==> src/rtl/dcache_ctrl.sv <==
// Direct-mapped, write-back, write-allocate data cache controller between the
// CPU MEM stage and a line-wide external memory with a req/ack handshake.
module dcache_ctrl #(
    parameter int SETS   = 16,
    parameter int LINE_W = 256
) (
    input  logic              clk_i,
    input  logic              rst_i,
    input  logic              cpu_req_i,
    input  logic              cpu_we_i,
    input  logic [31:0]       cpu_addr_i,
    input  logic [31:0]       cpu_data_i,
    output logic [31:0]       cpu_data_o,
    output logic              cpu_stall_o,
    output logic              mem_req_o,
    output logic              mem_we_o,
    output logic [31:0]       mem_addr_o,
    output logic [LINE_W-1:0] mem_data_o,
    input  logic [LINE_W-1:0] mem_data_i,
    input  logic              mem_ack_i
);

    localparam int IDX_W  = $clog2(SETS);
    localparam int OFF_W  = $clog2(LINE_W / 8);
    localparam int WSEL_W = $clog2(LINE_W / 32);
    localparam int TAG_W  = 32 - IDX_W - OFF_W;

    typedef enum logic [1:0] {
        ST_IDLE      = 2'd0,
        ST_WRITEBACK = 2'd1,
        ST_REFILL    = 2'd2,
        ST_DONE      = 2'd3
    } state_e;

    state_e state_r;
    state_e state_nxt_s;

    logic [SETS-1:0]   valid_r;
    logic [SETS-1:0]   dirty_r;
    logic [TAG_W-1:0]  tag_r  [SETS];
    logic [LINE_W-1:0] data_r [SETS];

    logic [TAG_W-1:0]    req_tag_s;
    logic [IDX_W-1:0]    idx_s;
    logic [WSEL_W-1:0]   word_s;
    logic [WSEL_W+4:0]   word_bit_s;
    logic [LINE_W-1:0]   line_s;
    logic                hit_s;
    logic                store_hit_s;
    logic                refill_done_s;
    logic                addr_unused_s;

    assign req_tag_s     = cpu_addr_i[31 -: TAG_W];
    assign idx_s         = cpu_addr_i[OFF_W +: IDX_W];
    assign word_s        = cpu_addr_i[2 +: WSEL_W];
    assign word_bit_s    = {word_s, 5'b00000};
    assign addr_unused_s = ^cpu_addr_i[1:0];
    assign line_s        = data_r[idx_s];

    assign hit_s         = cpu_req_i & valid_r[idx_s] & (tag_r[idx_s] == req_tag_s);
    assign store_hit_s   = (state_r == ST_IDLE) & hit_s & cpu_we_i;
    assign refill_done_s = (state_r == ST_REFILL) & mem_ack_i;

    // State register.
    always_ff @(posedge clk_i or negedge rst_i) begin
        if (!rst_i) begin
            state_r <= ST_IDLE;
        end else begin
            state_r <= state_nxt_s;
        end
    end

    // Next-state logic; the CPU request is only looked at in IDLE.
    always_comb begin
        state_nxt_s = state_r;
        case (state_r)
            ST_IDLE: begin
                if (cpu_req_i && !hit_s) begin
                    if (valid_r[idx_s] && dirty_r[idx_s]) begin
                        state_nxt_s = ST_WRITEBACK;
                    end else begin
                        state_nxt_s = ST_REFILL;
                    end
                end else begin
                    state_nxt_s = ST_IDLE;
                end
            end
            ST_WRITEBACK: begin
                if (mem_ack_i) begin
                    state_nxt_s = ST_REFILL;
                end else begin
                    state_nxt_s = ST_WRITEBACK;
                end
            end
            ST_REFILL: begin
                if (mem_ack_i) begin
                    state_nxt_s = ST_DONE;
                end else begin
                    state_nxt_s = ST_REFILL;
                end
            end
            ST_DONE:  state_nxt_s = ST_IDLE;
            default:  state_nxt_s = ST_IDLE;
        endcase
    end

    // Output decode; everything is forced low while reset is asserted.
    always_comb begin
        cpu_data_o  = 32'h0000_0000;
        cpu_stall_o = 1'b0;
        mem_req_o   = 1'b0;
        mem_we_o    = 1'b0;
        mem_addr_o  = 32'h0000_0000;
        mem_data_o  = {LINE_W{1'b0}};
        if (!rst_i) begin
            cpu_stall_o = 1'b0;
        end else begin
            case (state_r)
                ST_IDLE: begin
                    cpu_stall_o = cpu_req_i & !hit_s;
                    if (hit_s && !cpu_we_i) begin
                        cpu_data_o = line_s[word_bit_s +: 32];
                    end else begin
                        cpu_data_o = 32'h0000_0000;
                    end
                end
                ST_WRITEBACK: begin
                    cpu_stall_o = 1'b1;
                    mem_req_o   = 1'b1;
                    mem_we_o    = 1'b1;
                    mem_addr_o  = {tag_r[idx_s], idx_s, {OFF_W{1'b0}}};
                    mem_data_o  = line_s;
                end
                ST_REFILL: begin
                    cpu_stall_o = 1'b1;
                    mem_req_o   = 1'b1;
                    mem_we_o    = 1'b0;
                    mem_addr_o  = {req_tag_s, idx_s, {OFF_W{1'b0}}};
                end
                ST_DONE:  cpu_stall_o = 1'b1;
                default:  cpu_stall_o = 1'b0;
            endcase
        end
    end

    // Valid/dirty bits: cleared by reset so dirty data is dropped, not written back.
    always_ff @(posedge clk_i or negedge rst_i) begin
        if (!rst_i) begin
            valid_r <= {SETS{1'b0}};
            dirty_r <= {SETS{1'b0}};
        end else if (refill_done_s) begin
            valid_r[idx_s] <= 1'b1;
            dirty_r[idx_s] <= 1'b0;
        end else if (store_hit_s) begin
            dirty_r[idx_s] <= 1'b1;
        end else begin
            dirty_r <= dirty_r;
        end
    end

    // Tag and data arrays carry no reset; valid bits qualify their contents.
    always_ff @(posedge clk_i) begin
        if (refill_done_s) begin
            data_r[idx_s] <= mem_data_i;
            tag_r[idx_s]  <= req_tag_s;
        end else if (store_hit_s) begin
            data_r[idx_s][word_bit_s +: 32] <= cpu_data_i;
        end else begin
            tag_r[idx_s] <= tag_r[idx_s];
        end
    end

endmodule

==> config.mk <==
export PLATFORM = sky130hd
export DESIGN_NAME = dcache_ctrl
export DESIGN_NICKNAME = d
export VERILOG_FILES = /design/src/rtl/dcache_ctrl.sv
export SDC_FILE = /design/constraint.sdc
export NUM_CORES = 2
export LEC_CHECK = 0
export BUFFER_PORTS_ARGS = -buffer_cell sky130_fd_sc_hd__buf_2
export CAP_MARGIN = 25
export CORE_UTILIZATION = 60
export CTS_BUF_LIST = sky130_fd_sc_hd__clkbuf_2 sky130_fd_sc_hd__clkbuf_4 sky130_fd_sc_hd__clkbuf_8
export DETAILED_ROUTE_END_ITERATION = 8
export GPL_ROUTABILITY_DRIVEN = 0
export PLACE_DENSITY = 0.74
export SYNTH_ARGS = -nofsm -noshare
export SYNTH_HDL_FRONTEND = slang
export SYNTH_MEMORY_MAX_BITS = 65536
export SYNTH_SLANG_ARGS = --single-unit
==> constraint.sdc <==
create_clock -name clk_i -period 13.9 [get_ports clk_i]
set_input_delay 2.085 -clock clk_i [delete_from_list [all_inputs] [get_ports clk_i]]
set_output_delay 2.085 -clock clk_i [all_outputs]
set_load 0.005 [all_outputs]
; ---- Yosys cells after proc, flatten, opt, wreduce, memory -nomap -nowiden
; Memory sizes are Yosys's and may differ from the RTL's.
; Cells that the tools add are included.
[totals]
word_cells = 583
mem_count = 2
mem_bits_ro = 0
latchBits = 0
ram_bits = 4464
out_inout_bits = 323
regBits = 34
[mem_list]
columns = memory, depth, word_bits, rd, rd_ports_with_merged_regs, write_ports, line_no
row1 = data_r, 16, 256, 1, 0, 1, 41  ; logic [LINE_W-1:0] data_r [SETS];
row2 = tag_r, 16, 23, 1, 0, 1, 40  ; logic [TAG_W-1:0] tag_r [SETS];
[classes]
n_reduce_logical = 10
div_mod_pow = 0
multipliers = 0
eq_ne = 4
bitwise_logic = 267
n_addsub = 1
mux = 291
magnitude_cmp = 2
n_shift = 3
[ops]
columns = cell, count
row1 = two-way mux 256 bit, 3
row2 = two-way mux 1 bit, 272
row3 = bitwise OR 1 bit, 257
row4 = "variable shift 32 x 10 -> 256 bit, first input constant", 1
row5 = variable part select 256 x 9 -> 32 bit, 1
row6 = variable part select 32 x 10 -> 256 bit, 1
row7 = two-way mux 32 bit, 4
row8 = case mux 32 bit (2 select lines), 1
row9 = two-way mux 16 bit, 2
row10 = bitwise OR 16 bit, 2
row11 = == test 23 bit, 1
row12 = two-way mux 23 bit, 1
row13 = AND 16 bit, 1
row14 = NOT 16 bit, 1
row15 = negator 8 -> 10 bit, 1
row16 = binary-select mux 1 bit (select 4 bit), 2
row17 = case mux 2 bit (4 select lines), 1
row18 = AND 1 bit, 6
row19 = two-way mux 2 bit, 3
row20 = "less-than comparator 4 x 5 -> 1 bit, second input constant", 1
row21 = demux 1 bit (select 4 bit), 1
row22 = "== test 2 bit, second input constant", 2
row23 = "greater-or-equal comparator 4 x 1 -> 1 bit, second input constant", 1
row24 = logical AND 1 bit, 4
row25 = 7 further kinds, 8

; ---- Depth between registers and ports, before layout
[logic_depth]
word_depth = 10
ltp_mapped = 16

; ---- Least setup slack after synthesis
; No wires, ideal clock.
[synth_path]
path_kind = input -> output
startpoint = in cpu_addr_i[5]
endpoint = out cpu_data_o[22]
required_ps = 11815
path_slack_ps = 6552
arrival_ps = 5263
stages = 12
cell_sequence = buf_6 -> buf_6 -> buf_6 -> buf_4 -> buf_4 -> buf_2 -> clkbuf_1 -> mux4_2 -> mux4_2 -> mux4_2 -> nand2_1 -> a21oi_1
[synth_via]
elab_chain_len = 8
[synth_rtl]
columns = item, line_no
row1 = "start, declared", 11  ; input logic [31:0] cpu_addr_i,
row2 = "parallel branches: the longest is 5 deep, another holds memory read (16 x 256 bit)", n/a
row3 = two-way mux 32 bit (*), 121  ; if (hit_s && !cpu_we_i) begin
row4 = two-way mux 32 bit (*), 118  ; case (state_r)
row5 = two-way mux 32 bit (*), 115  ; if (!rst_i) begin
row6 = "end, declared", 13  ; output logic [31:0] cpu_data_o,
; Every way passes the cells marked *. The select of a mux whose other input is x is not followed.

; ---- Worst setup path in the final report
[layout_path]
startpoint = in cpu_addr_i[6]
endpoint = out cpu_stall_o
[layout_via]
elab_chain_len = 8
[layout_rtl]
columns = item, line_no
row1 = "parallel branches: the longest is 3 deep, another holds memory read (16 x 23 bit)", n/a
row2 = AND 1 bit (*), 60  ; assign hit_s = cpu_req_i & valid_r[idx_s] & (tag_r[idx_s] == req_tag_s);
row3 = logical NOT 1 bit (*), 120  ; cpu_stall_o = cpu_req_i & !hit_s;
row4 = AND 1 bit (*), 120
row5 = case mux 1 bit (2 select lines) (*), 118
row6 = two-way mux 1 bit (*), 115
row7 = "end, declared", 14  ; output logic cpu_stall_o,
; Marked as above.

==> metrics.txt <==
# TYPE chip_impl_metric gauge
chip_impl_metric{name="max_freq",unit="GHz"} 0.105
chip_impl_info{name="cts_tree",value="built"} 1
chip_impl_metric{name="critical-path-max-stage-delay",unit="ns"} 0.88
chip_impl_metric{name="post-cts-setup-buffers",unit=""} 0
chip_impl_metric{name="p_switching",unit="W"} 0.00679
chip_impl_info{name="critPathSlowestCell",value="and3_2"} 1
chip_impl_metric{name="cts.sinks",unit=""} 4498
chip_impl_metric{name="final.setup_skew",unit="ns"} 0.101
chip_impl_info{name="synth_common_cells",value="edfxtp_1, mux4_2, clkbuf_1"} 1
chip_impl_metric{name="vdd_drop_max",unit="V"} 0.000133
chip_impl_metric{name="power.internal",unit="W"} 0.0216
chip_impl_metric{name="final-setup-viol-count",unit=""} 0
chip_impl_metric{name="hold_slack",unit="ns"} 0.472
chip_impl_info{name="yosys-top-cells-area",value="edfxtp_1, mux4_2, mux2_2"} 1
chip_impl_metric{name="design_power_total",unit="W"} 0.0284
chip_impl_info{name="cts.root.buffer_cell",value="clkbuf_8"} 1
chip_impl_metric{name="power.clock.fraction",unit="%"} 37.5
chip_impl_metric{name="power.sequential.fraction",unit="%"} 53.7
chip_impl_info{name="criticalPathCategory",value="in -> out"} 1
chip_impl_metric{name="leakagePower",unit="nW"} 65.8
chip_impl_metric{name="worst_hold_path.num_cells",unit=""} 1
chip_impl_metric{name="count_of_pins_over_their_slew_limit",unit=""} 0
chip_impl_metric{name="nNetsFinal",unit=""} 9376
chip_impl_metric{name="grt_start_max_net_pins",unit=""} 184
chip_impl_metric{name="numPortBuffers",unit=""} 640
chip_impl_metric{name="cts_hold_buf",unit=""} 0
chip_impl_metric{name="grt_pass1_vias",unit=""} 91345
chip_impl_metric{name="power_frac_comb",unit="%"} 8.8
chip_impl_metric{name="drc",unit=""} 0
chip_impl_info{name="setup_repair_after_global_routing_missed_its_margin",value="false"} 1
chip_impl_metric{name="wire_per_inst",unit="um"} 38.5
chip_impl_metric{name="synth-edff-count",unit=""} 4464
chip_impl_metric{name="cts_resized",unit=""} 0
chip_impl_metric{name="drtPass1Iterations",unit=""} 9
chip_impl_metric{name="numCtsBuffers",unit=""} 690
chip_impl_metric{name="worstMarginPinSlew",unit="ns"} 1.25
chip_impl_metric{name="grt.overflow.total",unit=""} 0
chip_impl_metric{name="period_share",unit="%"} 68.8
chip_impl_metric{name="clk_pin_slew_worst_paths",unit="ns"} 0.06
chip_impl_info{name="worstSetupEndpoint",value="cpu_stall_o"} 1
chip_impl_metric{name="timing.slew.headroom",unit="%"} 16.6
chip_impl_metric{name="avgSynthCellArea",unit="um2"} 22.7
chip_impl_info{name="synth_most_common_cell",value="edfxtp_1"} 1
chip_impl_metric{name="io-pin-count",unit=""} 648
chip_impl_metric{name="detail_route.iter0.violations",unit=""} 14082
chip_impl_metric{name="setup_total_negative_slack",unit="ns"} 0
chip_impl_metric{name="core_area",unit="um2"} 298000
chip_impl_metric{name="syn-instance-count",unit=""} 7930
chip_impl_metric{name="timing.reg2reg.setup_slack",unit="ns"} 8.44
chip_impl_metric{name="ys_warn_count",unit=""} 0
chip_impl_metric{name="detail-route-antenna-nets",unit=""} 1
chip_impl_info{name="worst_setup_path_start_kind",value="input pin"} 1
chip_impl_info{name="path_common_cell",value="buf_4"} 1
chip_impl_metric{name="areaGrowthSynthToFinish",unit="%"} 13.0
chip_impl_info{name="violations",value="antenna rules"} 1
chip_impl_metric{name="vias_per_cell",unit=""} 6.88
chip_impl_metric{name="async_flop_share",unit="%"} 0.756
chip_impl_info{name="timing.critical_path.from",value="cpu_addr_i[6]"} 1
chip_impl_metric{name="ctsHtreeMaxLevel",unit=""} 6
chip_impl_info{name="crit_path_cell_trace",value="buf_8 > buf_4 > and2_1 > a22oi_1 > and3b_1 > a2111oi_2 > o21ai_0 > nor4_4 > buf_4 > and3_2 > o22ai_1 > buf_2"} 1
chip_impl_metric{name="power.switching_fraction",unit="%"} 23.9
chip_impl_metric{name="placed_cell_area",unit="um2"} 189000
chip_impl_info{name="run_status",value="finished with violations"} 1
chip_impl_info{name="critical_path.reg2reg.startpoint",value="state_r[0]"} 1
chip_impl_metric{name="timing.final.crit_period",unit="ns"} 9.56
chip_impl_info{name="postSynth.topFlopCell",value="edfxtp_1"} 1
chip_impl_metric{name="cell_variety_after_synth",unit=""} 66
chip_impl_info{name="critical_path.reg2reg.endpoint",value="data_r[14][137]"} 1
chip_impl_metric{name="final_hold_viol_count",unit=""} 0
chip_impl_metric{name="die_area",unit="um2"} 302000
chip_impl_metric{name="start_util",unit="%"} 60.4
chip_impl_metric{name="dieWidth",unit="um"} 549
chip_impl_metric{name="cts_max_path_buffers",unit=""} 4
chip_impl_metric{name="wl",unit="mm"} 522
chip_impl_info{name="worstSetupEndpointType",value="output port"} 1
chip_impl_metric{name="worstRegToRegCells",unit=""} 9
chip_impl_metric{name="max_cap_violations",unit=""} 0
chip_impl_metric{name="synth_area",unit="um2"} 180000
chip_impl_metric{name="grt_util_all_layers",unit="%"} 34.8
chip_impl_metric{name="cp_max_fo",unit=""} 75
chip_impl_metric{name="synth-seq-area-share",unit="%"} 75.0
chip_impl_metric{name="dp_hpwl",unit="mm"} 317
chip_impl_metric{name="placementRows",unit=""} 200
chip_impl_metric{name="layout-drive-gt1-share",unit="%"} 39.4
chip_impl_metric{name="fp.dieH",unit="um"} 549
chip_impl_metric{name="yosys.area.top_type_share",unit="%"} 74.6
chip_impl_metric{name="detailroute.via_count",unit=""} 93305
chip_impl_metric{name="crit_arrival",unit="ns"} 7.48
chip_impl_info{name="synth_area_leader_cell",value="edfxtp_1"} 1
chip_impl_metric{name="required",unit="ns"} 11.81
chip_impl_metric{name="ys_ff_latch",unit=""} 4498
chip_impl_metric{name="grt_pass1_wl",unit="mm"} 712
chip_impl_metric{name="clock_latency_at_the_later_pin_of_the_worst_skew_pair",unit="ns"} 1.25
chip_impl_info{name="hp_class",value="reg -> reg"} 1
chip_impl_metric{name="finish.instance_area",unit="um2"} 203000
chip_impl_metric{name="pwr_density_cell",unit="nW/um2"} 140
chip_impl_metric{name="antenna_found_initial",unit=""} 96
## worst min-delay path by stage
stage / from / slack [ns] / endpoint
final: valid_r[3] / 0.47 / valid_r[3]
after global routing: valid_r[14] / 0.49 / valid_r[14]
after CTS: valid_r[3] / 0.47 / valid_r[3]
after detailed placement: valid_r[3] / 0.46 / valid_r[3]
after global placement: valid_r[12] / 0.45 / valid_r[12]
after floorplan: valid_r[10] / 0.44 / valid_r[10]
## worst max-delay path: cells and delay by family
kind	cells	cell delay, ns
simple gates	4	2.06
compound gates	4	1.29
buf+inv	4	1.89
## logic make-up (layout without fill, tap and decap cells)
| kind of cell | Yosys count | in the layout | share of synthesized area (%) |
|---|---|---|---|
| multiplexers | 1815 | 1815 | 20.2 |
| adder cells (fa/ha/maj) | 9 | 9 | 0.0626 |
| AO/OA/AOI/OAI | 343 | 343 | 1.15 |
| XOR/XNOR | 15 | 15 | 0.0731 |
| buffers and inverters | 582 | 2205 | 1.46 |
| AND/OR/NAND/NOR | 667 | 667 | 1.98 |
| other | 1 | 65 | 0.00209 |
| flip-flops | 4498 | 4498 | 75.0 |
## power groups by stage
stage	combinational, W	sequential [W]	clock (W)
floorplan	0.00131	0.0155	0
global placement	0.00237	0.0155	0
detailed placement	0.00243	0.0155	0
CTS	0.00244	0.0153	0.0107
global route	0.00256	0.0153	0.0113
finish	0.00250	0.0153	0.0106
## through the flow
step | util [%] | instances | worst slack, ns
after CTS | 68.1 | 13460 | 4.42
after global routing | 68.2 | 13516 | 4.16
after floorplan | - | 7934 | 6.55
after detailed placement | 63.7 | 12253 | 4.43
final | 68.3 | 13556 | 4.34
after global placement | 63.6 | 12242 | 4.56
## flip-flops by register name, indices dropped and copies added (netlist names), named ones only
| name | cells |
|---|---|
| data_r | 4096 |
| state_r | 2 |
| valid_r | 16 |
| tag_r | 368 |
## cells in the final DEF (no fill, tap or decap), types with 9 or more instances in the layout
cell type	netlist	final
a21oi_1	191	47
a21oi_4	0	144
a22oi_1	39	39
and2_1	262	262
buf_12	1	18
buf_2	129	635
buf_4	28	245
bufinv_16	0	12
clkbuf_4	0	232
clkbuf_8	0	706
clkinv_1	1	168
clkinv_2	0	43
dfrtp_1	34	34
diode_2	0	60
edfxtp_1	4464	4464
ha_1	9	9
inv_1	85	83
inv_6	0	13
inv_8	0	19
mux2_1	33	33
mux2_2	190	190
mux2i_1	160	160
mux4_2	1432	1432
nand2_1	150	133
nand2_2	0	16
nand2b_1	36	35
nand3_1	11	11
nor2_1	139	138
nor3_1	14	14
o21ai_0	34	34
o21bai_1	17	17
o31ai_1	19	19
xnor2_1	12	12
## routing by layer
metal / vias up / GRT usage, % / wire (um)
met1: 48521 / 46.4 / 175000
met4: 38 / 23.6 / 40300
li1: 35937 / - / -
met2: 7522 / 49.3 / 230000
met3: 1287 / 11.6 / 75900
met5: - / 0 / 238
## final cells by class
cell class / count / area [um2]
antenna: 60 / 150
clock buffer: 938 / 11500
clock inverter: 269 / 1720
fill: 17879 / 94400
inverter: 87 / 339
multi-input combinational: 2854 / 44000
sequential: 4498 / 135000
tap: 3939 / 4930
timing repair buffer: 911 / 5650
(Power assumes the default switching activity.)
